<file path="config.mk">
export PLATFORM = sky130hd
export DESIGN_NAME = ddr2_read_fetcher
export DESIGN_NICKNAME = d
export VERILOG_FILES = /design/src/rtl/ddr2_read_fetcher.sv
export SDC_FILE = /design/constraint.sdc
export NUM_CORES = 1
export LEC_CHECK = 0
export ABC_AREA = 1
export BUFFER_PORTS_ARGS = -buffer_cell sky130_fd_sc_hd__buf_2
export CAP_MARGIN = 20
export CORE_ASPECT_RATIO = 1.75
export CORE_MARGIN = 3
export CORE_UTILIZATION = 56
export DETAILED_ROUTE_END_ITERATION = 6
export GPL_ROUTABILITY_DRIVEN = 0
export GPL_TIMING_DRIVEN = 0
export PLACE_DENSITY = 0.86
export SYNTH_ARGS = -nofsm -noshare
export SYNTH_HDL_FRONTEND = slang
export SYNTH_SLANG_ARGS = --single-unit
</file>
<file path="constraint.sdc">
create_clock -name clk -period 4.27 [get_ports clk]
set_clock_uncertainty 0.1 [all_clocks]
set_input_delay 0.2135 -clock clk [delete_from_list [all_inputs] [get_ports clk]]
set_output_delay 0.2135 -clock clk [all_outputs]
set_load 0.01 [all_outputs]
</file>
<file path="src/rtl/ddr2_read_fetcher.sv">
// Read-side DRAM engine: issues sequential fixed-length read bursts on MCB port p1
// and streams the returned words into the pipe-out FIFO, one burst in flight at a time.
module ddr2_read_fetcher #(
    parameter int unsigned           BURST_LEN    = 32,
    parameter int unsigned           ADDR_WIDTH   = 30,
    parameter logic [ADDR_WIDTH-1:0] ADDR_LIMIT   = 30'h0800_0000,
    parameter int unsigned           OB_DEPTH     = 1024,
    parameter int unsigned           OB_CNT_WIDTH = 11
) (
    input  logic                    clk,
    input  logic                    rst_n,
    input  logic                    calib_done,
    input  logic                    rd_mode,
    input  logic                    addr_reset,
    output logic                    p1_cmd_en,
    output logic [2:0]              p1_cmd_instr,
    output logic [5:0]              p1_cmd_bl,
    output logic [ADDR_WIDTH-1:0]   p1_cmd_byte_addr,
    input  logic                    p1_cmd_full,
    output logic                    p1_rd_en,
    input  logic [31:0]             p1_rd_data,
    input  logic                    p1_rd_empty,
    output logic                    ob_wr_en,
    output logic [31:0]             ob_din,
    input  logic [OB_CNT_WIDTH-1:0] ob_count,
    output logic                    busy
);

    localparam logic [ADDR_WIDTH:0]     ADDR_STEP = (ADDR_WIDTH + 1)'(4 * BURST_LEN);
    localparam logic [OB_CNT_WIDTH-1:0] OB_ADMIT  = OB_CNT_WIDTH'(OB_DEPTH - BURST_LEN);
    localparam logic [6:0]              REM_INIT  = 7'(BURST_LEN);
    localparam logic [5:0]              BL_CODE   = 6'(BURST_LEN - 1);

    typedef enum logic [1:0] {S_IDLE, S_CMD, S_DATA} state_t;

    state_t                  state_q, state_d;
    logic [ADDR_WIDTH-1:0]   rd_addr_q, rd_addr_d;
    logic [6:0]              remaining_q, remaining_d;
    logic                    rst_pend_q, rst_pend_d;
    logic                    cmd_en_q, cmd_en_d;
    logic [2:0]              cmd_instr_q, cmd_instr_d;
    logic [5:0]              cmd_bl_q, cmd_bl_d;
    logic [ADDR_WIDTH-1:0]   cmd_addr_q, cmd_addr_d;
    logic                    ob_wr_en_q;
    logic [31:0]             ob_din_q, ob_din_d;
    logic                    rd_en;
    logic [ADDR_WIDTH:0]     addr_inc;
    logic [ADDR_WIDTH-1:0]   addr_next;

    assign rd_en = (state_q == S_DATA) && !p1_rd_empty && (remaining_q != '0);

    // One extra bit so the limit compare cannot be fooled by carry-out.
    assign addr_inc  = {1'b0, rd_addr_q} + ADDR_STEP;
    assign addr_next = (addr_inc >= {1'b0, ADDR_LIMIT}) ? '0 : addr_inc[ADDR_WIDTH-1:0];

    always_comb begin
        state_d     = state_q;
        rd_addr_d   = rd_addr_q;
        remaining_d = remaining_q;
        rst_pend_d  = rst_pend_q;
        cmd_en_d    = 1'b0;
        cmd_instr_d = cmd_instr_q;
        cmd_bl_d    = cmd_bl_q;
        cmd_addr_d  = cmd_addr_q;
        ob_din_d    = rd_en ? p1_rd_data : ob_din_q;
        case (state_q)
            S_IDLE: begin
                if (addr_reset) begin
                    rd_addr_d = '0;
                end else if (calib_done && rd_mode && !p1_cmd_full && (ob_count <= OB_ADMIT)) begin
                    state_d     = S_CMD;
                    cmd_en_d    = 1'b1;
                    cmd_instr_d = 3'b001;
                    cmd_bl_d    = BL_CODE;
                    cmd_addr_d  = rd_addr_q;
                end
            end
            S_CMD: begin
                remaining_d = REM_INIT;
                state_d     = S_DATA;
                if (addr_reset) rst_pend_d = 1'b1;
            end
            S_DATA: begin
                if (addr_reset) rst_pend_d = 1'b1;
                if (rd_en) begin
                    remaining_d = remaining_q - 7'd1;
                    if (remaining_q == 7'd1) begin
                        rd_addr_d  = (rst_pend_q || addr_reset) ? '0 : addr_next;
                        rst_pend_d = 1'b0;
                        state_d    = S_IDLE;
                    end
                end
            end
            default: state_d = S_IDLE;
        endcase
    end

    always_ff @(posedge clk) begin
        if (!rst_n) begin
            state_q     <= S_IDLE;
            rd_addr_q   <= '0;
            remaining_q <= '0;
            rst_pend_q  <= 1'b0;
            cmd_en_q    <= 1'b0;
            cmd_instr_q <= '0;
            cmd_bl_q    <= '0;
            cmd_addr_q  <= '0;
            ob_wr_en_q  <= 1'b0;
            ob_din_q    <= '0;
        end else begin
            state_q     <= state_d;
            rd_addr_q   <= rd_addr_d;
            remaining_q <= remaining_d;
            rst_pend_q  <= rst_pend_d;
            cmd_en_q    <= cmd_en_d;
            cmd_instr_q <= cmd_instr_d;
            cmd_bl_q    <= cmd_bl_d;
            cmd_addr_q  <= cmd_addr_d;
            ob_wr_en_q  <= rd_en;
            ob_din_q    <= ob_din_d;
        end
    end

    assign p1_cmd_en        = cmd_en_q;
    assign p1_cmd_instr     = cmd_instr_q;
    assign p1_cmd_bl        = cmd_bl_q;
    assign p1_cmd_byte_addr = cmd_addr_q;
    assign p1_rd_en         = rd_en;
    assign ob_wr_en         = ob_wr_en_q;
    assign ob_din           = ob_din_q;
    assign busy             = (state_q != S_IDLE);

endmodule

</file>
Word level (Yosys, flattened, before mapping) --
Index checks and enable logic that the tools add are counted.
Operators by class: reductions and logical operators 18, equal/unequal tests 8, shifts and indexed selects 0, $lt $le $gt $ge 2, bitwise operators 3, div/mod/pow operators 0, mux-type cells 18, add/subtract/negate cells 2, $mul 0
Operator list (number):
- 30-bit two-way mux | 5
- 30-bit one-hot mux with 2 select lines | 1
- 30-bit by 8-bit adder with 31-bit output (second input constant) | 1
- 31-bit by 28-bit greater-or-equal comparator with 1-bit output (second input constant) | 1
- 7-bit one-hot mux with 2 select lines | 1
- 11-bit by 10-bit <= comparator with 1-bit output (second input constant) | 1
- 2-bit two-way mux | 4
- 2-bit != test (second input constant) | 4
- 4-bit AND reduction | 2
- 7-bit by 1-bit equality test with 1-bit output (second input constant) | 1
- 7-bit two-way mux | 1
- 7-bit nonzero test | 1
- 7-bit by 1-bit subtractor with 7-bit output (second input constant) | 1
- 2-bit one-hot mux with 3 select lines | 1
- 2-bit nonzero test | 3
- 1-bit logical AND | 5
- 1-bit two-way mux | 4
- 1-bit NOT | 3
- 3-bit AND reduction | 1
- 3-bit OR reduction | 1
- 2-bit by 1-bit equality test with 1-bit output (second input constant) | 1
- 2-bit equality test (second input constant) | 1
- 1-bit zero test | 2
- 2-bit zero test | 1
- other kinds (4) | 4
Storage, ports and cells: output and inout port bits 75, flip-flop bits (word level) 106, word-level logic and storage cells 61, memory bits (writable) 0, input bits 50, bits in latches 0, memories 0, ROM bits 0

Longest topological paths before layout --
Gate-level depths: netlist of the first run.
depth after elaboration 7, mapped depth 13, depth with buffers taken out 12

Worst setup path before layout of the first run --
OpenSTA, ideal clock, no wires.
kind register to register, from register state_q[0], to register rd_addr_q[22], path buffers 1, path slack 2465 ps, stages on the path, launching flop included 11, required time 4051 ps, arrival time 1586 ps, period minus slack after synthesis 1805 ps, setup time 119 ps, cells stage by stage dfxtp_1 inv_1 ha_1 inv_1 nor2_1 nand3_1 nand2_2 nand2_2 inv_2 buf_2 a21oi_1
Between the ends: longest elaborated chain between the ends 5, elaborated cells on any way between the ends 10, those cells by class 4 x eq/ne; 1 x mux; 5 x reduce/logical
RTL lines:
- start: declaration | line 36 | state_t state_q, state_d;
- start signal: assignment | line 111 | state_q <= state_d;
- 2-bit equality test | line 50, 66
- 1-bit logical AND (2 in series) | line 50 | assign rd_en = (state_q == S_DATA) && !p1_rd_empty && (remaining_q != '0);
- 2-bit != test (no source line)
- 4-bit AND reduction (no source line)
- end signal: assignment | line 112 | rd_addr_q <= rd_addr_d;
- end: declaration | line 37 | logic [ADDR_WIDTH-1:0] rd_addr_q, rd_addr_d;
Several ways; a longest one is shown, not always the timed one. A chain may end at the register's enable or synchronous reset.

Final worst setup path of the first run --
from register remaining_q[0], to output port p1_rd_en
Between the ends: longest elaborated chain between the ends 2
RTL lines:
- start: declaration | line 38 | logic [6:0] remaining_q, remaining_d;
- start signal: assignment | line 113 | remaining_q <= remaining_d;
- 7-bit nonzero test | line 50
- 1-bit logical AND | line 50
- end: declaration | line 20 | output logic p1_rd_en,
Every way passes these cells.

==> results.md, run 1 <==
- Buffer and inverter count on the worst path: 5
- CTS Root Buffer Type: clkbuf_16
- First-pass GRT wire length: 18420 µm
- Min Hold Slack: 0.01349 ns
- Post-synth top area cell: dfxtp_1
- Area of the core: 7284 µm²
- Synth top area share: 0.4317
- Clock sinks: 91
- Via-per-instance ratio: 5.286
- Multiplexer area fraction after synthesis: 0
- Clock power share: 0.448
- Yosys warns: 0
- First-pass detailed-route iteration total: 7
- Antenna Cells: 0
- Power Density: 370.2 nW/µm²
- Post-synth ARST share: 0
- Netlist cell types: 37
- Peak supply drop: 0.3022 mV
- Port bufs: 113
- Total net switching power: 460.9 µW
- Max Clock Freq: 407.7 MHz
- Most frequent cells after synthesis: nand2_1, nor2_1, dfxtp_1
- Area Growth Syn to Fin: 24.55%
- FF-to-FF setup slack: 1.85 ns
- CTS Buf Count: 9
- Die height: 120.8 µm
- Worst Path Required: 3.96 ns
- Final wirelength: 11050 µm
- Post-route ant nets: 0
- EDFF count, synth: 0
- RSZ-0062 raised after global routing: no
- H-tree levels: 3
- Status: finished clean
- Slew HR: 0.5720
- Xor/xnor share of the synthesized area: 0.01038
- HPWL after detailed placement: 8362 µm
- CP Max Fanout: 10
- Crit-path max cell delay: 0.33 ns
- Pins Over Slew Limit: 0
- Ys flop type: dfxtp_1
- Die area: 8655 µm²
- Cell Area, Synth: 4220 µm²
- Final Cell Area: 5256 µm²
- Initial core utilization: 0.5794
- Met3 usage in global routing: 0.07404
- Vias in the first global route: 4237
- Synthesized area per cell: 7.010 µm²
- CP startpoint kind: register
- Post-CTS setup repair buffer count: 0
- Largest family of logic cells by synthesized area: simple AND/OR/NAND/NOR gates
- Clk pin slew, worst setup/hold paths: 0.06 ns
- Seq pwr share: 0.451
- Register area share after synthesis: 0.4317
- Grt ovf: 0
- DP Area: 4927 µm²
- Critical path's top delay family: buffers and inverters
- GRT Total Usage: 0.2661
- Simple-gate share of the synthesized area: 0.3039
- Synth Instances: 602
- Initial antenna violation count: 0
- Grt peak-use layer: met2
- Tmin final: 2.453 ns
- Adder-cell share of the synthesized area: 0.01779
- CP Class: register to primary output
- Hold buffers post-CTS: 0
- Via count: 4366
- Worst-path cell chain: inv_1, ha_1, inv_1, nor3_1, nand2_1, nand2_1, inv_2, buf_2, buf_2
- Crit-path slowest cell: dfxtp_1
- CTS tree: done
- Register bit total from synthesis: 91
- Most area-consuming cells after synthesis: dfxtp_1, nand2_1, nor2_1, a21oi_1, o21ai_0
- Row cnt: 41
- Num ports: 125
- Worst hold path class: input port to register
- Largest net degree at the start of global routing: 15
- Final-report hold violation count: 0
- 1st-iter DRT viols: 335
- Top-count cell post-synth: nand2_1
- Switching share of power: 0.2368
- Leak Pwr: 2.351 nW
- Combinational power share: 0.100
- Die span in x: 71.63 µm
- CP Data Arrival Time: 2.14 ns
- CTS Buffer Depth: 2
- Fin crit share: 0.5744
- Met1 Track Usage GR: 0.2643
- Worst skew pair latency: 0.35 ns
- CTS resizes: 0
- Met2 Usage GRT: 0.4787
- WL per Instance: 13.38 µm
- TNS Setup: 0 ns
- Post-synthesis compound-gate area fraction: 0.1399
- Max_cap viols: 0
- Internal: 1.485 mW
- Final nets: 791
- Worst slew pin tran: 0.6377 ns
- Final setup viols: 0
- Kind of end point of the critical path: primary output
- Share of layout cells above drive strength 1: 0.2365
- # fillers: 610
- Post-route DRC: 0
layout by cell type, fill, tap and decap left out, types with 3 or more instances in the layout:
cell type,Yosys,layout
nand2_1,135,135
buf_2,4,117
nor2_1,114,114
dfxtp_1,91,91
a21oi_1,50,50
o21ai_0,50,50
inv_1,42,42
clkbuf_1,17,18
nand3_1,16,16
buf_4,15,15
conb_1,1,10
nor3_1,9,9
clkbuf_16,0,9
nand2_2,8,8
ha_1,6,6
nand4_1,5,5
a31oi_1,4,4
inv_2,3,3
xnor2_1,3,3
nor2_4,3,3
nor2_2,3,3
buf_6,3,3
routing by layer:
metal  vias to the layer above  routed length (µm)
met5                         -                   0
met4                         0                 464
met3                        47                 698
met2                       175                6013
met1                      1977                3875
li1                       2167                   -
state kept, by name, summed over array words and instances, names as in the netlist:
name / cells
state_q: 2
rd_addr_q: 23
remaining_q: 7
rst_pend_q: 1
p1_cmd_bl: 1
p1_cmd_en: 1
p1_cmd_byte_addr: 23
ob_din: 32
ob_wr_en: 1
power by group through the flow:
stage / combinational [mW] / sequential (mW) / clock (mW)
2_1_floorplan: 0.123 / 0.899 / 0
3_3_place_gp: 0.186 / 0.896 / 0
3_5_place_dp: 0.192 / 0.897 / 0
4_1_cts: 0.194 / 0.878 / 0.880
5_1_grt: 0.219 / 0.880 / 0.909
6_report: 0.195 / 0.878 / 0.873
cell families after synthesis:
logic type                 after synthesis
AOI/OAI and AO/OA                      112
other                                    1
and+or+nand+nor                        302
adders and majority gates                6
xor gates and xnor gates                 5
DFF                                     91
buffers and inverters                   85
through the flow:
| stage | util | std cells | setup WS (ns) | power [mW] |
|---|---|---|---|---|
| detailed placement | 0.6764 | 810 | 1.933 | 1.089 |
| global placement | 0.6764 | 810 | 1.947 | 1.081 |
| floorplan | - | 611 | 2.465 | 1.023 |
| global route | 0.7216 | 826 | 1.634 | 2.008 |
| CTS | 0.7216 | 826 | 1.785 | 1.953 |
| finish | 0.7216 | 826 | 1.817 | 1.946 |
worst paths after layout:
kind	startpoint	depth (start not counted)	end
setup / recovery	remaining_q[0]$_SDFFE_PN0P_	9	p1_rd_en
hold / removal	p1_rd_data[1]	3	ob_din[1]$_SDFFE_PN0P_
setup reg to reg	state_q[0]$_SDFFE_PN0P_	8	rd_addr_q[26]$_SDFFE_PN0P_
hold reg to reg	p1_cmd_byte_addr[26]$_SDFFE_PN0P_	2	p1_cmd_byte_addr[26]$_SDFFE_PN0P_
area by class of cell:
type,instances,area (µm²),area share
Buffer,39,230.2,0.04380
Clock buffer,12,256.5,0.04880
Clock inverter,4,72.57,0.01381
Inverter,46,172.7,0.03285
Multi-Input combinational cell,435,2029,0.3861
Sequential cell,91,1822,0.3466
Tap cell,86,107.6,0.02047
Timing Repair Buffer,113,565.5,0.1076
tightest hold or removal path, stage by stage:
cell and delay, ns:
buf_2 0.07, o21ai_0 0.07, nor2_1 0.07
Note: power is estimated with default switching activity, not from simulation.
==> inputs of run 2 (changes only) <==
--- a/config.mk
+++ b/config.mk
@@ -10,11 +10,11 @@
 export CAP_MARGIN = 20
 export CORE_ASPECT_RATIO = 1.75
 export CORE_MARGIN = 3
-export CORE_UTILIZATION = 56
+export CORE_UTILIZATION = 47
 export DETAILED_ROUTE_END_ITERATION = 6
 export GPL_ROUTABILITY_DRIVEN = 0
 export GPL_TIMING_DRIVEN = 0
-export PLACE_DENSITY = 0.86
+export PLACE_DENSITY = 0.77
 export SYNTH_ARGS = -nofsm -noshare
 export SYNTH_HDL_FRONTEND = slang
 export SYNTH_SLANG_ARGS = --single-unit
==> constraint.sdc (replaced) <==
create_clock -name clk -period 2.1 [get_ports clk]
set_clock_uncertainty 0.1 [all_clocks]
set_input_delay 0.105 -clock clk [delete_from_list [all_inputs] [get_ports clk]]
set_output_delay 0.105 -clock clk [all_outputs]
set_load 0.01 [all_outputs]
==> run 2 against run 1 <==
Effect of this change: sequential power up 100%; total power is 100% higher; die area up 18%; critical path depth increased by 3; sequential share of layout area fell by 2.8 points; via count up 4.8%; core utilization shrank 6.5 points; count of clock-buffer cells in the layout down 3; clock power grew 83%; largest cell class unchanged.
==> results.md, run 2 (synthesis results as in run 1) <==
- Status: finished clean (unchanged)
- Worst hold path class: input port to register (unchanged)
- Hold path depth: 4 (was 3)
- Initial core utilization: 0.4836 (was 0.5794)
- FF-to-FF setup slack: 0.07 ns (was 1.85 ns)
- Worst skew pair latency: 0.35 ns (about the same)
- Final nets: 828 (was 791)
- Final-report hold violation count: 0 (unchanged)
- Leak Pwr: 2.512 nW (was 2.351 nW)
- First-pass GRT wire length: 19980 µm (was 18420 µm)
- Tmin final: 2.029 ns
- Via-per-instance ratio: 5.117 (was 5.286)
- CP startpoint kind: register (unchanged)
- Commonest non-fill, non-tap cell in the layout: nand2_1 (unchanged)
- Worst-path cell chain: ha_2, nand2_2, nor2_4, nand2_4, nor2_8, nand3_2, nand2_1, nand2_1, nor2_4, buf_6, nand2_1, a21oi_2 (was inv_1, ha_1, inv_1, nor3_1, nand2_1, nand2_1, inv_2, buf_2, buf_2)
- Die span in x: 77.63 µm (was 71.63 µm)
- Share of layout cells above drive strength 1: 0.2561 (was 0.2365)
- Fin crit share: 0.9663
- TNS Setup: 0 ns (unchanged)
- Post-route DRC: 0 (unchanged)
- Row cnt: 45 (was 41)
- Final wirelength: 12720 µm (was 11050 µm)
- CTS tree: done (unchanged)
- CP Data Arrival Time: 2.21 ns (was 2.14 ns)
- Area of the core: 8727 µm² (was 7284 µm²)
- Final setup margin: 0.07079 ns (was 1.817 ns)
- CTS Root Buffer Type: clkbuf_16 (unchanged)
- First-pass detailed-route iteration total: 5 (was 7)
- Crit-path slowest cell: dfxtp_2 (was dfxtp_1)
- # fillers: 699 (was 610)
- Met2 wire len: 6847 µm (was 6013 µm)
- Initial antenna violation count: 0 (unchanged)
- Die area: 10200 µm² (was 8655 µm²)
- 1st-iter DRT viols: 243 (was 335)
- Worst Path Required: 2.28 ns (was 3.96 ns)
- Commonest non-fill, non-tap cells in the layout: nand2_1, buf_2, nor2_1, dfxtp_1 (unchanged)
- Largest net degree at the start of global routing: 16 (was 15)
- DR top layer: met4 (unchanged)
- Via count: 4575 (was 4366)
- Vias in the first global route: 4380 (was 4237)
- WL per Instance: 14.23 µm (was 13.38 µm)
- CP Max Fanout: 10 (unchanged)
- Clock sinks: 91 (unchanged)
- Peak supply drop: 0.4678 mV (was 0.3022 mV)
- Grt ovf: 0 (unchanged)
- Area Growth Syn to Fin: 35.87% (was 24.55%)
- Antenna Cells: 0 (unchanged)
- Clk pin slew, worst setup/hold paths: 0.06 ns (about the same)
- Max_cap viols: 0 (unchanged)
- Crit path top cell by count: nand2_1
- Final setup viols: 0 (unchanged)
- Max Clock Freq: 492.8 MHz
- Post-route ant nets: 0 (unchanged)
- Met3 Wirelength: 834 µm (was 698 µm)
- Metal-1 WL: 4487 µm (was 3875 µm)
- CTS Buf Count: 9 (unchanged)
- Crit-path max cell delay: 0.38 ns (was 0.33 ns)
- HPWL after detailed placement: 8456 µm (was 8362 µm)
- Port bufs: 113 (unchanged)
- Die height: 131.4 µm (was 120.8 µm)
- Slew HR: 0.6310 (was 0.5720)
- Pre-CTS setup slack: -0.2723 ns (was 1.933 ns)
- Pins Over Slew Limit: 0 (unchanged)
- Num ports: 125 (unchanged)
- Worst slew pin tran: 0.5535 ns (was 0.6377 ns)
- CTS Buffer Depth: 2 (unchanged)
- CP Class: register to register (was register to primary output)
- Kind of end point of the critical path: register (was primary output)
- Max FFs per register: 32 (unchanged)
- GRT Total Usage: 0.2420 (was 0.2661)
- H-tree levels: 3 (unchanged)
- Power Density: 679.0 nW/µm² (was 370.2 nW/µm²)
- R2r worst-path depth: 12 (was 8)
run 2: where the power goes:
| group | internal, mW | switching, mW | total [mW] | leakage [nW] |
|---|---|---|---|---|
| Clock | 0.917 | 0.680 | 1.60 | 0.141 |
| Combinational | 0.214 | 0.293 | 0.506 | 1.64 |
| Sequential | 1.76 | 0.0285 | 1.79 | 0.736 |
| Total | 2.89 | 1.00 | 3.89 | 2.51 |
run 2: layout make-up:
class	count	area, µm²	area share
repair buffers	150	923.4	0.1610
plain buffers	39	236.5	0.04124
inverters	46	177.7	0.03098
well taps	117	146.4	0.02553
clock buffers	9	225.2	0.03928
clock inverters	7	68.82	0.01200
flip-flops and latches	91	1828	0.3188
multi-input cells	435	2128	0.3712
run 2: timing repair:
action,in CTS,in global routing
gates cloned,0,0
pin swaps,0,4
endpoints found under the hold margin,32,0
buffers inserted,0,5
hold buffers,32,0
endpoints found under the setup margin,55,34
resized for setup,16,18
run 2: layer usage:
metal  up-vias  global-route usage
met4         0              0.1337
met3        49             0.05075
li1       2246                   -
met2       206              0.4451
met1      2074              0.2458
met5         -                   0
run 2: final timing paths:
kind | end | from
max reg2reg | rd_addr_q[17]$_SDFFE_PN0P_ | rd_addr_q[7]$_SDFFE_PN0P_
max | rd_addr_q[17]$_SDFFE_PN0P_ | rd_addr_q[7]$_SDFFE_PN0P_
min | p1_cmd_byte_addr[12]$_SDFFE_PN0P_ | addr_reset
min reg2reg | p1_cmd_byte_addr[11]$_SDFFE_PN0P_ | p1_cmd_byte_addr[11]$_SDFFE_PN0P_
run 2: worst max-delay path, delay by kind of cell (launching register included):
family | cells | cell delay, ns
compound gates | 1 | 0.12
fa+ha+maj | 1 | 0.21
buf+inv | 1 | 0.17
flops | 1 | 0.38
simple gates | 9 | 0.99
run 2: metrics by stage:
step                      cells  utilization  hold WS [ns]  cell area (µm²)  power (mW)
after floorplan             611            -        0.1717             4254       2.080
after global placement      841       0.5690        0.2531             4966       2.202
after detailed placement    841       0.5690        0.2659             4966       2.216
after CTS                   889       0.6454       0.01662             5633       3.860
after global routing        894       0.6571       0.05111             5734       4.029
final                       894       0.6571       0.02060             5734       3.893
